## src/rtl/rx_pkg.sv

```systemverilog
// rx_pkg: types and constants shared by the Rx receive path.
// Build option: RX_PARITY_EN adds the even-parity state to the frame FSM.
package rx_pkg;

    typedef enum logic [2:0] {
        StIdle,
        StStart,
        StData,
`ifdef RX_PARITY_EN
        StParity,
`endif
        StStop
    } rx_state_t;

    // Level of the comparator line when no light frame is in flight.
    localparam logic IDLE_LEVEL = 1'b1;

    localparam int unsigned WORD_COUNT_W = 16;

endpackage

```

## src/rtl/rx_sync.sv

```systemverilog
// rx_sync: two-flop synchronizer for an asynchronous Rx input, plus a
// delayed copy used for falling-edge detection. Resets to the idle level.
module rx_sync
    import rx_pkg::*;
(
    input  logic i_clk,
    input  logic i_rstn,
    input  logic i_async,
    output logic o_sync,
    output logic o_fall
);

    logic r_meta;
    logic r_sync;
    logic r_prev;

    // Synchronizer chain; reset to the idle level so no false edge appears.
    always_ff @(posedge i_clk) begin
        if (!i_rstn) begin
            r_meta <= IDLE_LEVEL;
            r_sync <= IDLE_LEVEL;
            r_prev <= IDLE_LEVEL;
        end else begin
            r_meta <= i_async;
            r_sync <= r_meta;
            r_prev <= r_sync;
        end
    end

    assign o_sync = r_sync;
    assign o_fall = r_prev & ~r_sync;

endmodule

```

## src/rtl/rx_word_packer.sv

```systemverilog
// rx_word_packer: decodes UART-style light frames from the synchronized
// comparator line and packs bytes (byte 0 in the LSBs) into FIFO words.
// Build option: RX_PARITY_EN inserts an even-parity bit after the data bits.
module rx_word_packer
    import rx_pkg::*;
#(
    parameter int unsigned DATA_WIDTH   = 32,
    parameter int unsigned CLKS_PER_BIT = 16
) (
    input  logic                    write_clk,
    input  logic                    rstn,
    input  logic                    rx_in,
    input  logic                    fifo_full,
    input  logic                    fifo_wr_success,
    input  logic                    clear_flags,
    output logic [DATA_WIDTH-1:0]   fifo_data,
    output logic                    fifo_write_en,
    output logic                    frame_err,
    output logic                    overflow,
    output logic [WORD_COUNT_W-1:0] word_count
);

    localparam int unsigned BYTES = DATA_WIDTH / 8;
    localparam int unsigned TW    = $clog2(CLKS_PER_BIT);
    localparam int unsigned IW    = $clog2(BYTES + 1);

    localparam logic [TW-1:0] MID_TICK = TW'(CLKS_PER_BIT / 2 - 1);
    localparam logic [TW-1:0] END_TICK = TW'(CLKS_PER_BIT - 1);
    localparam logic [IW-1:0] FULL_IDX = IW'(BYTES);

    logic w_line;
    logic w_fall;

    rx_state_t r_state;
    rx_state_t w_state_next;

    logic [TW-1:0]           r_timer;
    logic [2:0]              r_bit_cnt;
    logic [7:0]              r_shift;
    logic [IW-1:0]           r_byte_idx;
    logic [DATA_WIDTH-1:0]   r_word;
    logic [DATA_WIDTH-1:0]   r_data_hold;
    logic                    r_frame_err;
    logic                    r_overflow;
    logic [WORD_COUNT_W-1:0] r_word_count;

    logic w_tick_mid;
    logic w_tick_end;
    logic w_stop_tick;
    logic w_par_ok;
    logic w_byte_ok;
    logic w_byte_bad;
    logic w_word_done;

    rx_sync u_rx_sync (
        .i_clk   (write_clk),
        .i_rstn  (rstn),
        .i_async (rx_in),
        .o_sync  (w_line),
        .o_fall  (w_fall)
    );

    assign w_tick_mid  = (r_timer == MID_TICK);
    assign w_tick_end  = (r_timer == END_TICK);
    assign w_stop_tick = (r_state == StStop) && w_tick_end;
    assign w_byte_ok   = w_stop_tick && (w_line == IDLE_LEVEL) && w_par_ok;
    assign w_byte_bad  = w_stop_tick && !((w_line == IDLE_LEVEL) && w_par_ok);
    assign w_word_done = (r_byte_idx == FULL_IDX);

    // The full word is presented combinationally in the completion cycle so
    // fifo_full is judged in the same cycle the strobe would assert.
    assign fifo_write_en = w_word_done && !fifo_full;
    assign fifo_data     = w_word_done ? r_word : r_data_hold;
    assign frame_err     = r_frame_err;
    assign overflow      = r_overflow;
    assign word_count    = r_word_count;

`ifdef RX_PARITY_EN
    logic r_par_bad;

    // Even parity: the parity bit must equal the XOR of the data bits.
    always_ff @(posedge write_clk) begin
        if (!rstn) begin
            r_par_bad <= 1'b0;
        end else if ((r_state == StParity) && w_tick_end) begin
            r_par_bad <= (w_line != ^r_shift);
        end
    end

    assign w_par_ok = !r_par_bad;
`else
    assign w_par_ok = 1'b1;
`endif

    // Frame FSM state register.
    always_ff @(posedge write_clk) begin
        if (!rstn) begin
            r_state <= StIdle;
        end else begin
            r_state <= w_state_next;
        end
    end

    // Next-state decode; each state advances only on its bit-timer sample point.
    always_comb begin
        w_state_next = r_state;
        case (r_state)
            StIdle: begin
                if (w_fall) w_state_next = StStart;
            end
            StStart: begin
                // A high line at mid start bit is a glitch, not a frame.
                if (w_tick_mid) w_state_next = (w_line == IDLE_LEVEL) ? StIdle : StData;
            end
            StData: begin
                if (w_tick_end && (r_bit_cnt == 3'd7)) begin
`ifdef RX_PARITY_EN
                    w_state_next = StParity;
`else
                    w_state_next = StStop;
`endif
                end
            end
`ifdef RX_PARITY_EN
            StParity: begin
                if (w_tick_end) w_state_next = StStop;
            end
`endif
            StStop: begin
                if (w_tick_end) w_state_next = StIdle;
            end
            default: w_state_next = StIdle;
        endcase
    end

    // Bit timer and data-bit shifter; timer restarts on every state change.
    always_ff @(posedge write_clk) begin
        if (!rstn) begin
            r_timer   <= '0;
            r_bit_cnt <= '0;
            r_shift   <= '0;
        end else begin
            if ((r_state == StIdle) || (w_state_next != r_state) || w_tick_end) begin
                r_timer <= '0;
            end else begin
                r_timer <= r_timer + 1'b1;
            end
            if (r_state == StIdle) begin
                r_bit_cnt <= '0;
            end else if ((r_state == StData) && w_tick_end) begin
                r_shift   <= {w_line, r_shift[7:1]};
                r_bit_cnt <= r_bit_cnt + 1'b1;
            end
        end
    end

    // Byte packing; a completed word is either written or dropped next cycle.
    always_ff @(posedge write_clk) begin
        if (!rstn) begin
            r_byte_idx  <= '0;
            r_word      <= '0;
            r_data_hold <= '0;
        end else begin
            if (w_word_done) begin
                r_byte_idx <= '0;
            end else if (w_byte_ok) begin
                for (int unsigned b = 0; b < BYTES; b++) begin
                    if (r_byte_idx == IW'(b)) r_word[8*b +: 8] <= r_shift;
                end
                r_byte_idx <= r_byte_idx + 1'b1;
            end
            if (fifo_write_en) r_data_hold <= r_word;
        end
    end

    // Sticky flags (set wins over clear) and the accepted-write counter.
    always_ff @(posedge write_clk) begin
        if (!rstn) begin
            r_frame_err  <= 1'b0;
            r_overflow   <= 1'b0;
            r_word_count <= '0;
        end else begin
            r_frame_err <= (r_frame_err & ~clear_flags) | w_byte_bad;
            r_overflow  <= (r_overflow & ~clear_flags) | (w_word_done & fifo_full);
            if (fifo_wr_success) r_word_count <= r_word_count + 1'b1;
        end
    end

endmodule

```

## config.mk

```make
export PLATFORM = sky130hd
export DESIGN_NAME = rx_word_packer
export DESIGN_NICKNAME = d
export VERILOG_FILES = /design/src/rtl/rx_pkg.sv /design/src/rtl/rx_sync.sv /design/src/rtl/rx_word_packer.sv
export SDC_FILE = /design/constraint.sdc
export NUM_CORES = 1
export LEC_CHECK = 0
export ABC_CLOCK_PERIOD_IN_PS = 2800
export CORE_ASPECT_RATIO = 0.9
export CORE_MARGIN = 2
export CORE_UTILIZATION = 50
export DETAILED_ROUTE_END_ITERATION = 12
export PLACE_DENSITY = 0.75
export SLEW_MARGIN = 20
export SYNTH_ARGS = -nofsm -noshare
export SYNTH_HDL_FRONTEND = slang
export SYNTH_SLANG_ARGS = --single-unit
```

## constraint.sdc

```tcl
create_clock -name write_clk -period 2.8 [get_ports write_clk]
set_clock_uncertainty 0.05 [all_clocks]
set_input_delay 0.7 -clock write_clk [delete_from_list [all_inputs] [get_ports write_clk]]
set_output_delay 0.7 -clock write_clk [all_outputs]
set_load 0.1 [all_outputs]
```

Word level (Yosys, flattened, before mapping)
Index checks and enable logic that the tools add are counted.

Output and inout port bits: 51. Register bits after elaboration: 106. Logic and storage cells: 69.

Reduce and logical (&&, ||, !) cells: 20. Add/sub/neg operators: 4. Bitwise gates (word level): 11. Multiplexer cells: 7. Eq/ne operators: 11.

Operators by type and width (number): 32-bit two-way mux (1); 16-bit by 1-bit adder with 16-bit output (second input constant) (1); 3-bit by 2-bit == test with 1-bit output (second input constant) (4); 3-bit two-way mux (4); 3-bit one-hot mux with 4 select lines (1); 3-bit AND reduction (4); 3-bit by 1-bit adder with 3-bit output (second input constant) (2); 3-bit by 1-bit == test with 1-bit output (second input constant) (2); 3-bit == test (second input constant) (2); 1-bit logical AND (6); 3-bit logical NOT (2); 2-bit OR reduction (3); 1-bit NOT (5); 4-bit by 1-bit adder with 4-bit output (second input constant) (1); 1-bit AND (4); 4-bit by 3-bit == test with 1-bit output (second input constant) (1); 4-bit == test (second input constant) (1); 3-bit != test (1); 1-bit logical NOT (2); 1-bit logical OR (2); 2-bit two-way mux (1); 1-bit OR (2); 2-bit AND reduction (1).

Logic depth before layout (Yosys ltp)
Word-level depth: 8. Mapped depth: 9. Depth with buffers taken out: 7.

By module
A second synthesis with hierarchy kept.

Cells, all modules: 490. Area total of the unflattened synthesis: 4596.9 um2.

By module, submodules not included: rx_word_packer (seq. area each 2062.0 um2, area each 4511.8 um2, times used 1, cells an instance 483); rx_sync (seq. area each 60.1 um2, area each 85.1 um2, times used 1, cells an instance 7).

Worst setup path after synthesis
No wires, ideal clock.

Path kind: flip-flop to output port. Start point: register r_byte_idx[0]. End point: output port fifo_data[10]. Buffers on the path: 1. Arrival: 1.812 ns. Setup slack: 0.238 ns. Cell stages (with the launch flop): 6. Required time: 2.050 ns. Path through: dfxtp_1 inv_1 ha_1 nand2_1 clkbuf_1 mux2_2.

Cells in the longest elaborated chain, start to end: 2.

Ends and longest elaborated chain: from (decl) (RTL line rx_word_packer.sv:40) `logic [IW-1:0] r_byte_idx;`; from (signal assigned) (RTL line rx_word_packer.sv:170) `r_byte_idx <= r_byte_idx + 1'b1;`; 3-bit == test (RTL line rx_word_packer.sv:68) `assign w_word_done = (r_byte_idx == FULL_IDX);`; 32-bit two-way mux (RTL line rx_word_packer.sv:73) `assign fifo_data = w_word_done ? r_word : r_data_hold;`; to (decl) (RTL line rx_word_packer.sv:16) `output logic [DATA_WIDTH-1:0] fifo_data,`.

Every way passes these cells.

Worst setup path in the final report
Start point: register r_byte_idx[1]. End point: output port fifo_data[23].

The elaborated chain is that of the path after synthesis.

==> out/results.txt <==
The flow ran to the end, and the final reports show no timing, DRC or antenna violations. Ranked by total cell area, the synthesized netlist is headed by dfxtp_1 (48%), mux2i_1 (10%), nand2_1 (9.8%). The tools report the initial antenna violation count as 0. Dividing the detail-routed wire length by the instance count gives 14.78 µm. Number of standard cells in the final layout excluding fillers: 652.

In the routed design, unresolved DRC markers number 0. The average instance area after synthesis was 9.258 µm². Clock tree synthesis found a total of 106 sinks. For the effective utilization at floorplan, the log shows 0.5173. The sequential cell area came out at 2123 µm².

Prior to clock tree synthesis, the placed netlist has a worst setup slack of 0.3392 ns. After floorplanning, the core was sized to cover 8608 µm². The synthesized design contains 0 enable-type register cells. The run gives 9678 µm² as the total die area. The worst path meets setup with 0.1105 ns of slack. For this run, the leading register cell type out of synthesis is dfxtp_1. The share of flip-flops with an asynchronous set or reset came out at 0. For this run, the number of Yosys warnings is 0. The number of nets in the layout was 543. The mapped netlist covers 4453 µm². Summed over all nets, wire length on met2 after detailed routing comes to 4589 µm.

The share of final-layout standard cells stronger than drive strength 1 is 0.2176. The worst setup path is launched from a register. Together, buffers and inverters on the worst path number 3. On the critical path, the stage with the largest delay is an instance of dfxtp_1. Root buffer cell: clkbuf_8. For this design the ratio of total power to cell area is 449.1 nW/µm². The detail route stage leaves a number of antenna-violating nets equal to 0. Kind of cell with the highest combined delay on the critical path: buffers and inverters. The minimum clock period is 2.689 ns. The met3 wirelength from detailed routing was 355 µm.

First-pass GRT wire length: 15940 µm. For the net count after synthesis, the log shows 496. Static timing analysis puts the maximum clock frequency at 0.3718 GHz.

Yosys mapped the design onto 45 distinct sky130hd cell types. Setup violations remaining at the end of the flow were counted as 0. STA classifies the critical path endpoint as a primary output.

Detailed routing inserted a total of 3485 vias. Via count of the first global-routing pass: 3339. The final count of pins violating max slew was 0; the utilization after layout was 0.6509.

Leaving out fill and tap cells, the most frequent cell in the layout is nand2_1. The detailed router put a total of 4510 µm of wire on met1. The die boundary height is 93.53 µm. Smallest hold slack: 0.3742 ns.

The critical path in this run is classified as register to primary output. The synthesis-stage register bit count is 106, and the maximum number of buffers from clock root to sink is 2. The combined area of the multi-input logic cells is 2160 µm², and the detailed placer's ending HPWL is 6315 µm. The post-synthesis instance total came out at 481. The min-delay analysis places its worst path in the category register to register. For the leakage power, the log shows 2.358 nW.

The tools report the DRC marker count from the first detailed-route iteration as 139. Clock-pin slew was measured on the worst setup and hold paths at 0.10 ns. The cell count after placement was 636; the number of port buffers was 56. Fill cells in the final layout number 682. In this run the count of I/O pins placed on the die edge is 57. Entering global routing, the biggest net connects 58 pins. The chip width was 103.5 µm.

At the worst endpoint, the required time is 2.05 ns. STA puts the critical path data arrival time at 1.94 ns. For this run, the detailed router's first-pass iteration total came to 4. The signal on the critical path passes through inv_1, ha_1, nand2_2, buf_12, mux2_2, buf_12.

After detailed routing, the total wire length is 9638 µm. The highest metal layer with signal wires was met4. Maximum vdd ir drop: 0.2761 mV. Clock latency on the worst-skew pair, taken at its later pin, is 0.38 ns. The repair_antennas step left the layout with diodes totalling 0. From synthesis to final layout, the design area changed by 25.82%.

For the total number of placement rows, the log shows 32. Average via count per standard cell: 5.345. Setup repair after global routing left no endpoint under its margin. The largest single stage delay on the critical path is 0.38 ns.

For the number of maximum-capacitance constraint violations, the log shows 0. In the layout the commonest cells are nand2_1 (115), dfxtp_1 (105), mux2i_1 (45). For the final number of hold-violating endpoints, the log shows 0. The run gives 0 as the overall overflow remaining after global route.

The H-tree generated during clock tree synthesis spans 3 levels. The maximum net fanout on the critical path was 21. Clock tree synthesis inserted a total of 9 buffers.

TritonCTS built the clock tree. Cell seen most often among critical-path stages: buf_12. The last weighted congestion value of the routability-driven placer is 0.7687, and the fraction of post-synthesis cell area in the top cell type by area is 0.4765.

The biggest area consumer among synthesized cells is dfxtp_1. The count of hold buffers inserted by post-cts repair was 0; the global routing usage summed across all routing layers was 0.2122. The share of the clock period used by the worst path after layout was 0.9605; the part of the Yosys area used for sequential elements was 0.4765.
==> metrics by stage <==
stage / total power [W] / TNS [ns] / area [µm²]
2_1_floorplan: 0.001613 / 0 / 4453
5_1_grt: 0.002597 / 0 / 5603
3_5_place_dp: 0.001642 / 0 / 5393
3_3_place_gp: 0.001640 / 0 / 5393
4_1_cts: 0.002533 / -0.003235 / 5583
6_report: 0.002516 / 0 / 5603
==> sequential cells by signal (all words and copies together) (netlist names) <==
name,cells
u_rx_sync.o_sync,1
word_count,16
u_rx_sync.r_meta,1
r_timer,4
u_rx_sync.r_prev,1
r_shift,8
overflow,1
frame_err,1
r_word,32
r_bit_cnt,3
r_data_hold,32
r_state,3
r_byte_idx,3
==> Yosys cell counts, drive strengths merged, types with 4 or more instances <==
library cell	instances
dfxtp	106
nand4	5
mux2i	45
a21oi	36
xnor2	6
ha	9
xor2	9
inv	11
nor2	32
nand2b	4
mux2	32
buf	12
nand3	8
clkbuf	15
nand2	119
==> logic make-up after synthesis <==
family,after synthesis,share of synthesized area
simple gates,187,0.1863
buf+inv,38,0.03905
xor+xnor,15,0.02950
flops,106,0.4765
fa+ha+maj,9,0.02529
mux,77,0.1821
other cells,1,0.0008421
compound gates,48,0.06041
==> area by class of cell <==
cell class,count,area share
clock buffers,10,0.02456
clock inverters,6,0.008709
inverters,11,0.007369
multi-input cells,337,0.3854
flip-flops and latches,106,0.3790
well taps,119,0.02657
repair buffers,63,0.1684
==> where the power goes <==
| group | switching [W] | internal, W |
|---|---|---|
| clock network | 0.000550 | 0.000359 |
| logic | 0.0000604 | 0.0000250 |
| registers | 0.00000946 | 0.00151 |
==> path summary, 6_finish.rpt <==
kind	end	startpoint	slack, ns	cells past startpoint
setup / recovery	fifo_data[23]	r_byte_idx[1]$_SDFFE_PP0P_	0.11	6
hold / removal	u_rx_sync.o_sync$_SDFF_PN1_	u_rx_sync.r_meta$_SDFF_PN1_	0.37	1
setup reg to reg	r_data_hold[5]$_SDFFE_PN0P_	r_byte_idx[0]$_SDFFE_PP0P_	0.83	9
hold reg to reg	u_rx_sync.o_sync$_SDFF_PN1_	u_rx_sync.r_meta$_SDFF_PN1_	0.37	1
==> what timing repair did <==
action / 4_1_cts / 5_1_grt
gates cloned: 0 / 0
gates resized for setup: 1 / 6
setup endpoints to repair: 18 / 32
setup buffers: 0 / 0
==> routing by layer <==
layer / up-vias / track usage
met1: 1686 / 0.2750
met4: 0 / 0.08882
li1: 1709 / -
met2: 77 / 0.3409
met3: 13 / 0.04484
met5: - / 0
(Power assumes the default switching activity.)
